==> config.mk <==
export PLATFORM = sky130hd
export DESIGN_NAME = mem_access_ctrl
export DESIGN_NICKNAME = d
export VERILOG_FILES = /design/src/rtl/mem_access_ctrl.sv
export SDC_FILE = /design/constraint.sdc
export NUM_CORES = 1
export LEC_CHECK = 0
export CORE_MARGIN = 2
export CORE_UTILIZATION = 35
export CTS_CLUSTER_DIAMETER = 100
export DETAILED_ROUTE_END_ITERATION = 10
export PLACE_DENSITY = 0.66
export SKIP_CTS_REPAIR_TIMING = 1
export SLEW_MARGIN = 20
export SYNTH_ARGS = -nofsm -noshare
export SYNTH_HDL_FRONTEND = slang
export SYNTH_SLANG_ARGS = --single-unit
==> constraint.sdc <==
create_clock -name clk -period 1.8 [get_ports clk]
set_input_delay 0.27 -clock clk [delete_from_list [all_inputs] [get_ports clk]]
set_output_delay 0.27 -clock clk [all_outputs]
set_load 0.03 [all_outputs]
==> src/rtl/mem_access_ctrl.sv <==
// mem_access_ctrl
// Sequences byte/halfword/word loads and stores onto a single-port
// 1024-word memory that has combinational read data. Loads take one
// memory cycle. Word stores write directly. Sub-word stores read the
// word, merge the new lane into it, then write the merged word back.
// Requests that are misaligned or that fall outside the 4 KiB window
// end with an error pulse and do not touch memory.
//
// Ports
//   clk      : rising-edge clock
//   reset    : synchronous, active-high reset
//   req      : access request, sampled only while ready is high
//   op[2:0]  : 000 LW, 001 LH, 010 LHU, 011 LB, 100 LBU, 101 SW, 110 SH, 111 SB
//   addr     : byte address
//   wdata    : store data (SH uses [15:0], SB uses [7:0])
//   pc_in    : PC of the requesting instruction
//   ready    : high while idle and able to accept a request
//   done     : one-cycle completion pulse, also raised on error
//   rdata    : extended load result, held until the next load completes
//   addr_err : one-cycle error pulse, coincident with done
//   dm_pc    : registered pc_in, used by the memory for write logging
//   dm_we    : memory write enable
//   dm_addr  : word index into the memory
//   dm_din   : word written to memory
//   dm_dout  : combinational memory read data for dm_addr
module mem_access_ctrl (
  input  logic        clk,
  input  logic        reset,
  input  logic        req,
  input  logic [2:0]  op,
  input  logic [31:0] addr,
  input  logic [31:0] wdata,
  input  logic [31:0] pc_in,
  output logic        ready,
  output logic        done,
  output logic [31:0] rdata,
  output logic        addr_err,
  output logic [31:0] dm_pc,
  output logic        dm_we,
  output logic [9:0]  dm_addr,
  output logic [31:0] dm_din,
  input  logic [31:0] dm_dout
);

  localparam logic [2:0] OP_LW  = 3'b000;
  localparam logic [2:0] OP_LH  = 3'b001;
  localparam logic [2:0] OP_LHU = 3'b010;
  localparam logic [2:0] OP_LB  = 3'b011;
  localparam logic [2:0] OP_LBU = 3'b100;
  localparam logic [2:0] OP_SW  = 3'b101;
  localparam logic [2:0] OP_SH  = 3'b110;

  typedef enum logic [2:0] {IDLE, LD, RD, WR, ERR} state_t;

  state_t      state_q, state_d;
  logic [2:0]  op_q, op_d;
  logic [11:0] addr_q, addr_d;
  logic [31:0] din_q, din_d;
  logic [31:0] pc_q, pc_d;
  logic [31:0] rdata_q, rdata_d;
  logic        done_q, done_d;
  logic        addr_err_q, addr_err_d;
  logic        dm_we_q, dm_we_d;

  logic        req_is_load;
  logic        req_is_word;
  logic        req_is_half;
  logic        req_bad;
  logic [7:0]  lane_byte;
  logic [15:0] lane_half;
  logic [31:0] load_val;
  logic [31:0] merged;

  // Only the low 12 address bits are kept; anything above them is
  // rejected here, before acceptance.
  always_comb begin
    req_is_load = (op <= OP_LBU);
    req_is_word = (op == OP_LW) || (op == OP_SW);
    req_is_half = (op == OP_LH) || (op == OP_LHU) || (op == OP_SH);
    req_bad     = (addr[31:12] != 20'd0)
                || (req_is_word && (addr[1:0] != 2'b00))
                || (req_is_half && addr[0]);
  end

  // Lane extraction for loads and lane insertion for sub-word stores.
  // din_q still holds the raw store data while in RD.
  always_comb begin
    lane_half = addr_q[1] ? dm_dout[31:16] : dm_dout[15:0];
    case (addr_q[1:0])
      2'd0:    lane_byte = dm_dout[7:0];
      2'd1:    lane_byte = dm_dout[15:8];
      2'd2:    lane_byte = dm_dout[23:16];
      default: lane_byte = dm_dout[31:24];
    endcase

    case (op_q)
      OP_LH:   load_val = {{16{lane_half[15]}}, lane_half};
      OP_LHU:  load_val = {16'd0, lane_half};
      OP_LB:   load_val = {{24{lane_byte[7]}}, lane_byte};
      OP_LBU:  load_val = {24'd0, lane_byte};
      default: load_val = dm_dout;
    endcase

    merged = dm_dout;
    if (op_q == OP_SH) begin
      if (addr_q[1]) merged[31:16] = din_q[15:0];
      else           merged[15:0]  = din_q[15:0];
    end else begin
      case (addr_q[1:0])
        2'd0:    merged[7:0]   = din_q[7:0];
        2'd1:    merged[15:8]  = din_q[7:0];
        2'd2:    merged[23:16] = din_q[7:0];
        default: merged[31:24] = din_q[7:0];
      endcase
    end
  end

  // done, addr_err and dm_we are computed one state ahead so that the
  // registered copies line up with the state they belong to.
  always_comb begin
    state_d    = state_q;
    op_d       = op_q;
    addr_d     = addr_q;
    din_d      = din_q;
    pc_d       = pc_q;
    rdata_d    = rdata_q;
    done_d     = 1'b0;
    addr_err_d = 1'b0;
    dm_we_d    = 1'b0;

    case (state_q)
      IDLE: begin
        if (req) begin
          op_d   = op;
          addr_d = addr[11:0];
          din_d  = wdata;
          pc_d   = pc_in;
          if (req_bad) begin
            state_d    = ERR;
            done_d     = 1'b1;
            addr_err_d = 1'b1;
          end else if (req_is_load) begin
            state_d = LD;
          end else if (op == OP_SW) begin
            state_d = WR;
            dm_we_d = 1'b1;
          end else begin
            state_d = RD;
          end
        end
      end
      LD: begin
        rdata_d = load_val;
        done_d  = 1'b1;
        state_d = IDLE;
      end
      RD: begin
        din_d   = merged;
        dm_we_d = 1'b1;
        state_d = WR;
      end
      WR: begin
        done_d  = 1'b1;
        state_d = IDLE;
      end
      default: begin
        state_d = IDLE;
      end
    endcase
  end

  always_ff @(posedge clk) begin
    if (reset) begin
      state_q    <= IDLE;
      op_q       <= 3'd0;
      addr_q     <= 12'd0;
      din_q      <= 32'd0;
      pc_q       <= 32'd0;
      rdata_q    <= 32'd0;
      done_q     <= 1'b0;
      addr_err_q <= 1'b0;
      dm_we_q    <= 1'b0;
    end else begin
      state_q    <= state_d;
      op_q       <= op_d;
      addr_q     <= addr_d;
      din_q      <= din_d;
      pc_q       <= pc_d;
      rdata_q    <= rdata_d;
      done_q     <= done_d;
      addr_err_q <= addr_err_d;
      dm_we_q    <= dm_we_d;
    end
  end

  // The write enable is also masked by reset directly, so a reset that
  // lands during WR suppresses the write at that same edge.
  assign dm_we    = dm_we_q & ~reset;
  assign ready    = (state_q == IDLE);
  assign done     = done_q;
  assign addr_err = addr_err_q;
  assign rdata    = rdata_q;
  assign dm_pc    = pc_q;
  assign dm_addr  = addr_q[11:2];
  assign dm_din   = din_q;

endmodule
==> impl_results.md, run 1 <==
- Layout area overhead: 62.47%
- Nets@finish: 1103
- Syn_area_per_cell: 8.411 um^2
- Drt wl/cell: 17.69 um
- Core Box Area: 16470 um^2
- Worst-Skew Late Latency: 410 ps
- VDD IR max: 0.6570 mV
- Hold Slack: 362.1 ps
- Via count: 6266
- Top post-synthesis cells by count: nand2_1 (149), dfxtp_1 (117), a21oi_1 (57), nor2_1 (46), o21ai_0 (29)
- Power Density: 823.2 nW/um^2
- Global route total overflow: 0
- Ys Warns: 0
- Worst Setup SP: dm_din[12]
- Fillers: 1476
- Mux share of post-synthesis cell area: 0.07480
- CP Capture Type: primary output
- # DRC: 0
- Min-delay worst type: input port to register
- Syn_nets: 830
- Number of routed nets with antenna violations: 0
- Post-synthesis xor/xnor area fraction: 0.008976
- Adder-cell share of the synthesized area: 0.001710
- Die footprint: 17780 um^2
- Crit path largest cell delay: 720 ps
- Endpoints failing setup: 0
- Gate Count Post-Synth: 696
- CP startpoint kind: register
- Initial antenna violation count: 0
- Critical path's slowest cell: clkdlybuf4s50_1
- Clock Path Buffers: 2
- Final-report max-slew violation count: 0
- Yosys top cell area share: 0.4001
- Number of global-route vias before repair: 5981
- Fmax: 567.2 MHz
- Ant diodes: 0
- Path type of the worst setup path: register to primary output
- Max Cap Violations: 0
- Main combinational cell family by area after synthesis: simple AND/OR/NAND/NOR gates
- Fraction of layout cells with a size suffix above 1: 0.1488
- Overall global routing resource usage: 0.2330
- CTS tree: done
- Post-synth EDFFs: 0
- First-pass GRT wire length: 32290 um
- Clk slew on worst S/H paths: 50 ps
- Maximum number of pins on one net before global-route repair: 79
- Detailed Place HPWL: 15700 um
- Area leader, netlist: dfxtp_1
- Worst EP arrival: 1490 ps
- Slew margin rel.: 0.5930
- Mapped cell area: 5854 um^2
- CTS Root Cell: clkbuf_16
- Clk_skew: 6.262 ps
- Post-synthesis simple-gate area fraction: 0.2208
- Top Ports: 244
- Drt total wl: 21240 um
- Compound-Gate Fraction of Synth Area: 0.2206
- Sequential area share after synthesis: 0.4001
- Status: complete, no violations
- Hold Crit Start: reset
- Pleak: 0.003708 uW
- Crit-path cells: clkdlybuf4s50_1
- Num CTS Buffers: 17
- Main flop type after synthesis: dfxtp_1
- Clk sink count: 117
- Most common cell in the synthesized netlist: nand2_1
- Fin crit period: 1763 ps
- Post-route cell area: 9512 um^2
- DR iter-0 viols: 475
- Die Y: 133.3 um
- Yosys cell types: 58
- Final Hold Vio Count: 0
- DRT Pass-1 Iters: 5
- Vias per cell: 5.217
- Port Buf Inserts: 243
- Post-synth ARST share: 0
- Family with the most delay on the worst path: buffers and inverters
- Site Rows: 47
- Flops & latches, synth: 117
- Crit path max fanout: 3
- Worst EP required: 1530 ps
- Worst r2r src: op_q[0]
- Worst slew pin tran: 607.1 ps
- Die W: 133.3 um
- Worst path bufs/invs: 1
- Starting Density: 0.3555
- Clock H-tree levels: 4
- GPL Wtd Cong: 0.8389
- Placement Cell Area: 8796 um^2
- Tcrit/Tclk final: 0.9794
- Synth area leaders: dfxtp_1 (40%), nand2_1 (9.6%), a21oi_1 (4.9%)
[through the flow]
step	std cells	util	setup WS, ps	setup TNS [ps]	total power [uW]
finish	1201	0.5777	37.03	0	7830
global route	1201	0.5777	-5.368	-5.368	8090
CTS	1198	0.5713	-142.9	-1034	7864
detailed placement	1167	0.5342	-232.4	-11850	4326
global placement	1167	0.5342	-185.9	-9215	4319
floorplan	696	-	198.5	0	3546
[flip-flops by register name, summed over array words and instances, names as in the netlist]
register / cells
dm_din: 32
op_q: 3
rdata: 32
dm_pc: 32
dm_we_q: 1
addr_q: 12
state_q: 3
done: 1
addr_err: 1
[power by group]
group          total (uW)  leakage [uW]  switching (uW)  internal (uW)
clock                3530      0.000291            1220           2310
sequential           2780      0.000958            76.6           2700
combinational        1520       0.00246             756            761
[final cells by class]
type,count,area [um^2],share of cell area
Clock buffer,23,488.0,0.05130
Clock inverter,8,122.6,0.01289
Inverter,3,11.26,0.001184
Multi-Input combinational cell,510,3100,0.3260
Sequential cell,117,2346,0.2466
Tap cell,220,275.3,0.02894
Timing Repair Buffer,320,3168,0.3331
[cell usage in the layout (no fill, tap or decap), types with 13 or more instances in the layout]
cell	count
nand2_1	148
clkbuf_16	18
buf_4	69
nor2_1	46
clkdlybuf4s50_1	228
dfxtp_1	114
o22ai_1	23
o21ai_0	29
dlymetal6s2s_1	13
a21oi_1	57
a211oi_1	24
mux2i_1	28
[cells by family (layout without fill, tap and decap cells)]
kind of cell / after synthesis / after routing
xor gates and xnor gates: 3 / 3
and+or+nand+nor: 277 / 277
buffers and inverters: 69 / 354
AOI/OAI and AO/OA: 194 / 194
muxes: 35 / 35
adders and majority gates: 1 / 1
DFF: 117 / 117
[layer usage]
layer | global-route usage | up-vias | part of all wire | wire length, um
li1 | - | 3041 | - | -
met1 | 0.2987 | 2935 | 0.44 | 9332
met2 | 0.3812 | 256 | 0.47 | 10030
met3 | 0.05670 | 34 | 0.066 | 1402
met4 | 0.08629 | 0 | 0.023 | 478
met5 | 0 | - | 0 | 0
[worst paths after layout]
| kind | end | slack [ps] | cells past startpoint |
|---|---|---|---|
| worst min-delay path | addr_q[3] | 360 | 3 |
| worst min register to register | dm_pc[14] | 450 | 2 |
| worst max-delay path | dm_din[12] | 40 | 1 |
| worst max register to register | rdata[7] | 80 | 6 |
Power figures use the tool's default switching activity.
==> run 2: changes to the inputs <==
clock period = 1.82 ns   (was 1.8 ns; I/O delays follow)
==> impl_results.md, run 2 (synthesized netlist as in run 1, its figures left out) <==
- Status: complete, no violations (unchanged)
- Clock Path Buffers: 2 (unchanged)
- Port Buf Inserts: 243 (unchanged)
- Drt total wl: 21270 um (was 21240 um)
- Sw Ratio: 0.2688 (was 0.2623)
- Tcrit/Tclk final: 0.9839
- Vias per cell: 5.216 (was 5.217)
- Worst slew pin tran: 567.7 ps (was 607.1 ps)
- Hold Crit Start: reset (unchanged)
- First-pass GRT wire length: 33210 um (was 32290 um)
- Detailed Place HPWL: 15870 um (was 15700 um)
- Die Y: 133.3 um (unchanged)
- Drt wl/cell: 17.76 um (was 17.69 um)
- Crit path largest cell delay: 720 ps (about the same)
- Commonest cells after routing, fill and taps aside: clkdlybuf4s50_1 (234), nand2_1 (149), dfxtp_1 (114) (was clkdlybuf4s50_1 (228), nand2_1 (148), dfxtp_1 (114))
- Worst EP arrival: 1520 ps (was 1490 ps)
- Family with the most delay on the worst path: buffers and inverters (unchanged)
- Comb pwr share: 0.192 (was 0.194)
- Crit path max fanout: 3 (unchanged)
- CTS Root Cell: clkbuf_16 (unchanged)
- Worst-Skew Late Latency: 420 ps (was 410 ps)
- Hold worst-path end: rdata[12] (was addr_q[3])
- Internal reg-to-reg setup slack: 90 ps (was 80 ps)
- WHS Path Cells: 3 (unchanged)
- Number of routed nets with antenna violations: 0 (unchanged)
- Critical path's slowest cell: clkdlybuf4s50_1 (unchanged)
- Fin crit period: 1791 ps
- Clk network pwr share: 0.451 (about the same)
- Fraction of layout cells with a size suffix above 1: 0.1442 (was 0.1488)
- Switching pwr: 2070 uW (was 2054 uW)
- Nets@finish: 1099 (was 1103)
- Global route total overflow: 0 (unchanged)
- Site Rows: 47 (unchanged)
- CP startpoint kind: register (unchanged)
- Number of global-route vias before repair: 6020 (was 5981)
- Critical path depth: 1 (unchanged)
- Crit-path cells: clkdlybuf4s50_1 (unchanged)
- CP Capture Type: primary output (unchanged)
- # DRC: 0 (unchanged)
- Internal Power: 5632 uW (was 5776 uW)
- CTS tree: done (unchanged)
- Hold Slack: 373.4 ps (was 362.1 ps)
- Layout area overhead: 61.38% (was 62.47%)
- Commonest non-fill, non-tap cell in the layout: clkdlybuf4s50_1 (unchanged)
- Worst EP required: 1550 ps (was 1530 ps)
- Power Density: 815.3 nW/um^2 (was 823.2 nW/um^2)
- Initial antenna violation count: 0 (unchanged)
- Via count: 6249 (was 6266)
- Overall Power: 7703 uW (was 7830 uW)
- Pleak: 0.003588 uW (was 0.003708 uW)
- VDD IR max: 0.6114 mV (was 0.6570 mV)
- Fillers: 1518 (was 1476)
- Ant diodes: 0 (unchanged)
- Clk_skew: 12.11 ps (was 6.262 ps)
- Overall global routing resource usage: 0.2395 (was 0.2330)
- Die footprint: 17780 um^2 (unchanged)
- Clk slew on worst S/H paths: 60 ps (was 50 ps)
- Fin util: 0.5738 (was 0.5777)
- Max Cap Violations: 0 (unchanged)
- DRT Pass-1 Iters: 5 (unchanged)
- GPL Wtd Cong: 0.8726 (was 0.8389)
- Clk sink count: 117 (unchanged)
- Worst path bufs/invs: 1 (unchanged)
- Path type of the worst setup path: register to primary output (unchanged)
- DR iter-0 viols: 493 (was 475)
- Die W: 133.3 um (unchanged)
- Maximum number of pins on one net before global-route repair: 88 (was 79)
- Min-delay worst type: input port to register (unchanged)
- Reg2reg end: dm_din[26] (was rdata[7])
- Fmax: 558.5 MHz
- Cells on worst reg2reg path: 6 (unchanged)
- RSZ-0062 raised after global routing: no
- Clock H-tree levels: 4 (unchanged)
- Starting Density: 0.3555 (unchanged)
- Slew margin rel.: 0.6207 (was 0.5930)
- Worst r2r src: op_q[0] (unchanged)
- Num CTS Buffers: 17 (unchanged)
- Final Hold Vio Count: 0 (unchanged)
- Final-report max-slew violation count: 0 (unchanged)
- Core Box Area: 16470 um^2 (unchanged)
- Sequential power share: 0.357 (was 0.355)
- Top Ports: 244 (unchanged)
- Endpoints failing setup: 0 (unchanged)
-- run 2: cell count changes in the layout (fill, tap and decap cells not counted), sizes merged --
cell and delta:
clkbuf -4, buf -4, dlymetal6s2s -5, clkinv +4
clkdlybuf4s50 +6
-- run 2: power groups by stage --
stage          registers (uW)  clock network (uW)  logic, uW
5_1_grt                  2760                3630       1580
4_1_cts                  2750                3520       1480
3_5_place_dp             2800                   0       1470
6_report                 2750                3470       1480
3_3_place_gp             2800                   0       1470
2_1_floorplan            2960                   0        545
-- run 2: final cells by class --
cell class / count / area [um^2] / share of cell area
Clock buffer: 20 / 456.7 / 0.04834
Clock inverter: 12 / 153.9 / 0.01629
Inverter: 3 / 11.26 / 0.001192
Multi-Input combinational cell: 510 / 3103 / 0.3284
Sequential cell: 117 / 2346 / 0.2483
Tap cell: 220 / 275.3 / 0.02914
Timing Repair Buffer: 316 / 3102 / 0.3283
-- run 2: through the flow --
step | TNS [ps] | setup WS (ps) | cell area, um^2 | cells
2_1_floorplan | 0 | 218.5 | 5854 | 696
3_3_place_gp | -8378 | -175.0 | 8783 | 1165
3_5_place_dp | -9556 | -197.4 | 8783 | 1165
4_1_cts | -831.3 | -274.2 | 9394 | 1197
5_1_grt | 0 | 4.886 | 9448 | 1198
6_report | 0 | 29.36 | 9448 | 1198
-- run 2: worst max-delay path by stage --
stage,end,slack [ps],from
floorplan,rdata[7],220,state_q[2]
global placement,dm_pc[14],-170,req
detailed placement,dm_pc[19],-200,req
CTS,ready,-270,state_q[0]
global route,dm_din[23],5,op_q[2]
finish,rdata[0],30,rdata[0]
-- run 2: per-layer routing --
| layer | up-vias | global-route usage | share of wire |
|---|---|---|---|
| met2 | 276 | 0.3952 | 0.48 |
| met1 | 2909 | 0.3045 | 0.42 |
| li1 | 3035 | - | - |
| met5 | - | 0 | 0 |
| met4 | 0 | 0.08924 | 0.022 |
| met3 | 29 | 0.05784 | 0.077 |
==> RTL change 1, RTL diff (config.mk and constraints of run 1) <==
Remove the register `addr_err_q`: a continuous assignment takes its place, so the output `addr_err` follows one clock earlier.
--- a/src/rtl/mem_access_ctrl.sv
+++ b/src/rtl/mem_access_ctrl.sv
@@ -179,5 +179,4 @@
       rdata_q    <= 32'd0;
       done_q     <= 1'b0;
-      addr_err_q <= 1'b0;
       dm_we_q    <= 1'b0;
     end else begin
@@ -189,8 +188,9 @@
       rdata_q    <= rdata_d;
       done_q     <= done_d;
-      addr_err_q <= addr_err_d;
       dm_we_q    <= dm_we_d;
     end
   end
+
+  assign addr_err_q = addr_err_d;
 
   // The write enable is also masked by reset directly, so a reset that
Behaviour: not the same (Yosys sat finds a counterexample within 4 cycles, from zero or initial values and one cycle with reset high).
==> RTL change 1 against run 1 <==
- the flow now finishes with violations (negative setup slack)
- non-clock buffer count up 14
- routed wire length up 2.5%
- design area up 0.87%
- total power down 4.8%
- global-route usage up 1.1 points
- die area down 2.1%
- largest power group unchanged
- largest cell class unchanged
- area after synthesis down 2.1%
- sequential cell count down 1
- worst setup slack worse by 0.17 ns
==> RTL change 1: results (changes against run 1) <==
[placement]
pre_cts_slack_ns=-0.317  ; -0.0842 ns
place_inst=1193  ; +2.2%
gp_congestion=0.867  ; +3.3%

[drt]
wl_per_cell_um=17.7  ; +0.27%

[finish]
final_nets=1135  ; +2.9%
nFillCells=1414  ; -4.2%
drive_gt1_frac=0.158  ; +0.00928
final_cells=1228  ; +2.2%

[sta]
setup_slack_ns=-0.136  ; -0.173 ns
final-setup-viol-count=1  ; +1
finClkSkew_ns=0.00909  ; +0.00282 ns

[power_and_ir_drop]
ir_drop_mv=0.680  ; +3.6%
leakagePower_nw=3.74  ; +0.90%
power.share.switching=0.270  ; +0.00775

[run_status]
outcome=complete, but fails checks
violations=negative setup slack

[min_path]
hold_depth=2  ; -1

[synthesis]
synth.avg_cell_area_sq_um=7.96  ; -5.4%
seq_area_frac_synth=0.405  ; +0.00515
synth_fp_nets=854  ; +2.9%
yosys-top-cells-count=nand2_1 (155), dfxtp_1 (116), a21oi_1 (65)
ys_top_cells_by_area=dfxtp_1 (41%), nand2_1 (10%), a21oi_1 (5.7%)

[global_routing]
grt_pass1_wl_mm=33.8  ; +4.7%

[worst_setup_path]
cp_max_fo=2  ; -1
crit_arrival_ns=1.67  ; +0.18 ns

## RTL change 1: routing by layer
layer	GRT usage	routed length, um	vias up
li1	-	-	3140
met1	0.307	8720	3035
met2	0.396	10400	330
met3	0.0634	1920	52
met4	0.107	697	0
met5	0	0	-
## RTL change 1: area by class of cell
class                           instances  area [sq um]  share of cell area
Multi-Input combinational cell        528          3120               0.326
Tap cell                              216           270              0.0282
Clock inverter                         11           114              0.0119
Timing Repair Buffer                  334          3300               0.344
Clock buffer                           19           433              0.0451
Inverter                                4          15.0             0.00156
Sequential cell                       116          2330               0.243
## RTL change 1: logic make-up (layout without fill, tap and decap cells)
| kind of cell | Yosys count | after routing | synth area share |
|---|---|---|---|
| buffers and inverters | 76 | 368 | 0.0659 |
| XOR/XNOR | 3 | 3 | 0.00459 |
| AO/OA/AOI/OAI | 209 | 209 | 0.233 |
| AND/OR/NAND/NOR | 281 | 281 | 0.224 |
| adder cells (fa/ha/maj) | 2 | 2 | 0.00349 |
| multiplexers | 33 | 33 | 0.0633 |
| flip-flops | 116 | 116 | 0.405 |
## RTL change 1: path summary, 6_finish.rpt
kind	endpoint	from	slack, ns
hold / removal	dm_pc[4]	reset	0.22
setup / recovery	addr_err	addr[28]	-0.14
hold reg to reg	dm_pc[23]	dm_pc[23]	0.45
setup reg to reg	dm_din[14]	state_q[0]	0.01
## RTL change 1: worst max-delay path: stages
cell and delay, ns:
clkdlybuf4s50_1 0.42, nor4_2 0.33, nand3_2 0.16, o31ai_4 0.27
inv_2 0.07, buf_12 0.14
## RTL change 1: metrics by stage
stage | instance area, sq um | TNS, ns
after floorplan | 5730 | 0
after global placement | 8860 | -13.44
after detailed placement | 8860 | -15.61
after CTS | 9400 | -0.627
after global routing | 9590 | -0.484
final | 9590 | -0.136
## RTL change 1: power by group through the flow
| stage | sequential (mW) | combinational, mW | clock, mW |
|---|---|---|---|
| after floorplan | 2.96 | 0.514 | 0 |
| after global placement | 2.81 | 1.49 | 0 |
| after detailed placement | 2.81 | 1.50 | 0 |
| after CTS | 2.76 | 1.51 | 3.22 |
| after global routing | 2.77 | 1.62 | 3.34 |
| final | 2.76 | 1.53 | 3.17 |
==> RTL change 2, RTL diff (flow settings as in run 1) <==
Without the edit above. The 5 states of `state_t` get a one-hot encoding in 5 bits.
--- a/src/rtl/mem_access_ctrl.sv
+++ b/src/rtl/mem_access_ctrl.sv
@@ -51,5 +51,5 @@
   localparam logic [2:0] OP_SH  = 3'b110;
 
-  typedef enum logic [2:0] {IDLE, LD, RD, WR, ERR} state_t;
+  typedef enum logic [4:0] {IDLE = 5'b00001, LD = 5'b00010, RD = 5'b00100, WR = 5'b01000, ERR = 5'b10000} state_t;
 
   state_t      state_q, state_d;
Function: same outputs for any inputs over 4 cycles, from zero or initial values and one cycle with reset high; so few cycles prove little.
==> RTL change 2 against run 1 <==
- total power up 0.80%
- combinational power increased by 9%
- sequential share of layout area about the same
- routed wire length increased by 1.7%
- critical endpoint is now rdata[8]
- global-route usage down 0.31 points
- design area up 1.7%
- area after synthesis is 3.2% higher
- largest power group unchanged
- critical path depth did not move
- worst setup slack worse by 0.0011 ns
- largest cell class is now multi-input gates
- via count up 1.4%
- sequential cell count is 2 higher
- clock power decreased by 5%
==> RTL change 2: results (changes against run 1) <==
[worst_setup_path]
rr_worst_depth=7  ; +1
startpoint=rdata[8]
cp_max_fo=2  ; -1
endpoint=rdata[8]
reg2reg_to=dm_din[11]
critPathTopFamily=buffers and inverters
ff2ff_setup_slack_ns=0.10  ; +0.02 ns
rr_startpoint=addr_q[1]

[sta]
finClkSkew_ns=0.00658  ; +0.000314 ns
max_slew.worst_pin.slew_ns=0.534  ; -0.0734 ns

[global_routing]
grt_max_degree=58  ; -27%
grt_pass1_vias=5804  ; -3.0%
grt_pass1_wl_mm=32.1  ; -0.56%
grt_use_total=0.230  ; -0.00307

[synthesis]
synth_ff_type=dfxtp_1
synth_fp_nets=845  ; +1.8%
ys_top_cells_by_area=dfxtp_1 (39%), nand2_1 (8.7%), a21oi_1 (8.1%)
synth.avg_cell_area_sq_um=8.50  ; +1.1%
async_flop_share=0  ; unchanged
yosys-top-cells-count=nand2_1 (140), dfxtp_1 (119), a21oi_1 (98)
seq_area_frac_synth=0.394  ; -0.00596
yosysUniqueCellTypes=68  ; +17%
yosysWarningCount=0  ; unchanged

[placement]
gp_congestion=0.873  ; +4.0%
numPortBuffers=243  ; unchanged
hpwl_mm=16.0  ; +1.6%

[power_and_ir_drop]
ir_drop_mv=0.647  ; -1.5%
leakagePower_nw=3.81  ; +2.6%

[clock_network]
cts.path.max_buffers=2  ; unchanged
htreeDepth=4  ; unchanged

[finish]
antenna_cells=0  ; unchanged
final_nets=1108  ; +0.45%
nFillCells=1567  ; +6.2%
drive_gt1_frac=0.147  ; -0.00147

[drt]
via_per_inst=5.26  ; +0.77%
wirelength_mm=21.6  ; +1.7%
drt-pass1-iter-count=6  ; +1
drt_iter0_markers=557  ; +17%

[min_path]
hold_path.class=primary input to register

[run_status]
outcome=finished clean

[RTL change 2: cells by family (layout without fill, tap and decap cells)]
kind of cell	after synthesis	count (layout)	synth area share
adders and majority gates	5	5	0.00869
and+or+nand+nor	235	236	0.189
buffers and inverters	79	351	0.0704
muxes	39	39	0.0708
AOI/OAI and AO/OA	230	230	0.260
DFF	119	119	0.394
xor gates and xnor gates	4	4	0.00704
[RTL change 2: area by class of cell]
class                      count  area share
clock inverter                 3     0.00673
sequential                   119       0.247
tap                          225      0.0291
multi-input combinational    514       0.339
inverter                      11     0.00427
clock buffer                  26      0.0526
timing repair buffer         311       0.322
[RTL change 2: worst min path at each step]
stage / to / depth (start not counted) / slack (ns) / startpoint
after floorplan: rdata[3] / 2 / 0.40 / dm_dout[3]
after global placement: dm_pc[18] / 2 / 0.44 / dm_pc[18]
after detailed placement: dm_pc[18] / 2 / 0.45 / dm_pc[18]
after CTS: addr_q[7] / 2 / 0.19 / reset
after global routing: addr_q[8] / 2 / 0.20 / reset
final: addr_q[7] / 2 / 0.20 / reset
[RTL change 2: metal layers]
layer | global-route usage | part of all wire
met1 | 0.321 | 0.45
met2 | 0.342 | 0.45
met3 | 0.0445 | 0.070
met4 | 0.105 | 0.033
met5 | 0 | 0
[RTL change 2: power breakdown]
group	leakage, nW	switching, mW	total (mW)	internal (mW)
clock network	0.282	1.18	3.37	2.20
logic	2.55	0.852	1.66	0.809
registers	0.974	0.0922	2.86	2.77
[RTL change 2: metrics by stage]
step	area [sq um]	instances	setup slack, ns	hold slack [ns]
finish	9670	1209	0.0359	0.200
global route	9670	1209	-0.0170	0.204
CTS	9600	1207	-0.110	0.189
detailed placement	9020	1178	-0.197	0.446
global placement	9020	1178	-0.183	0.441
floorplan	6040	711	0.177	0.404
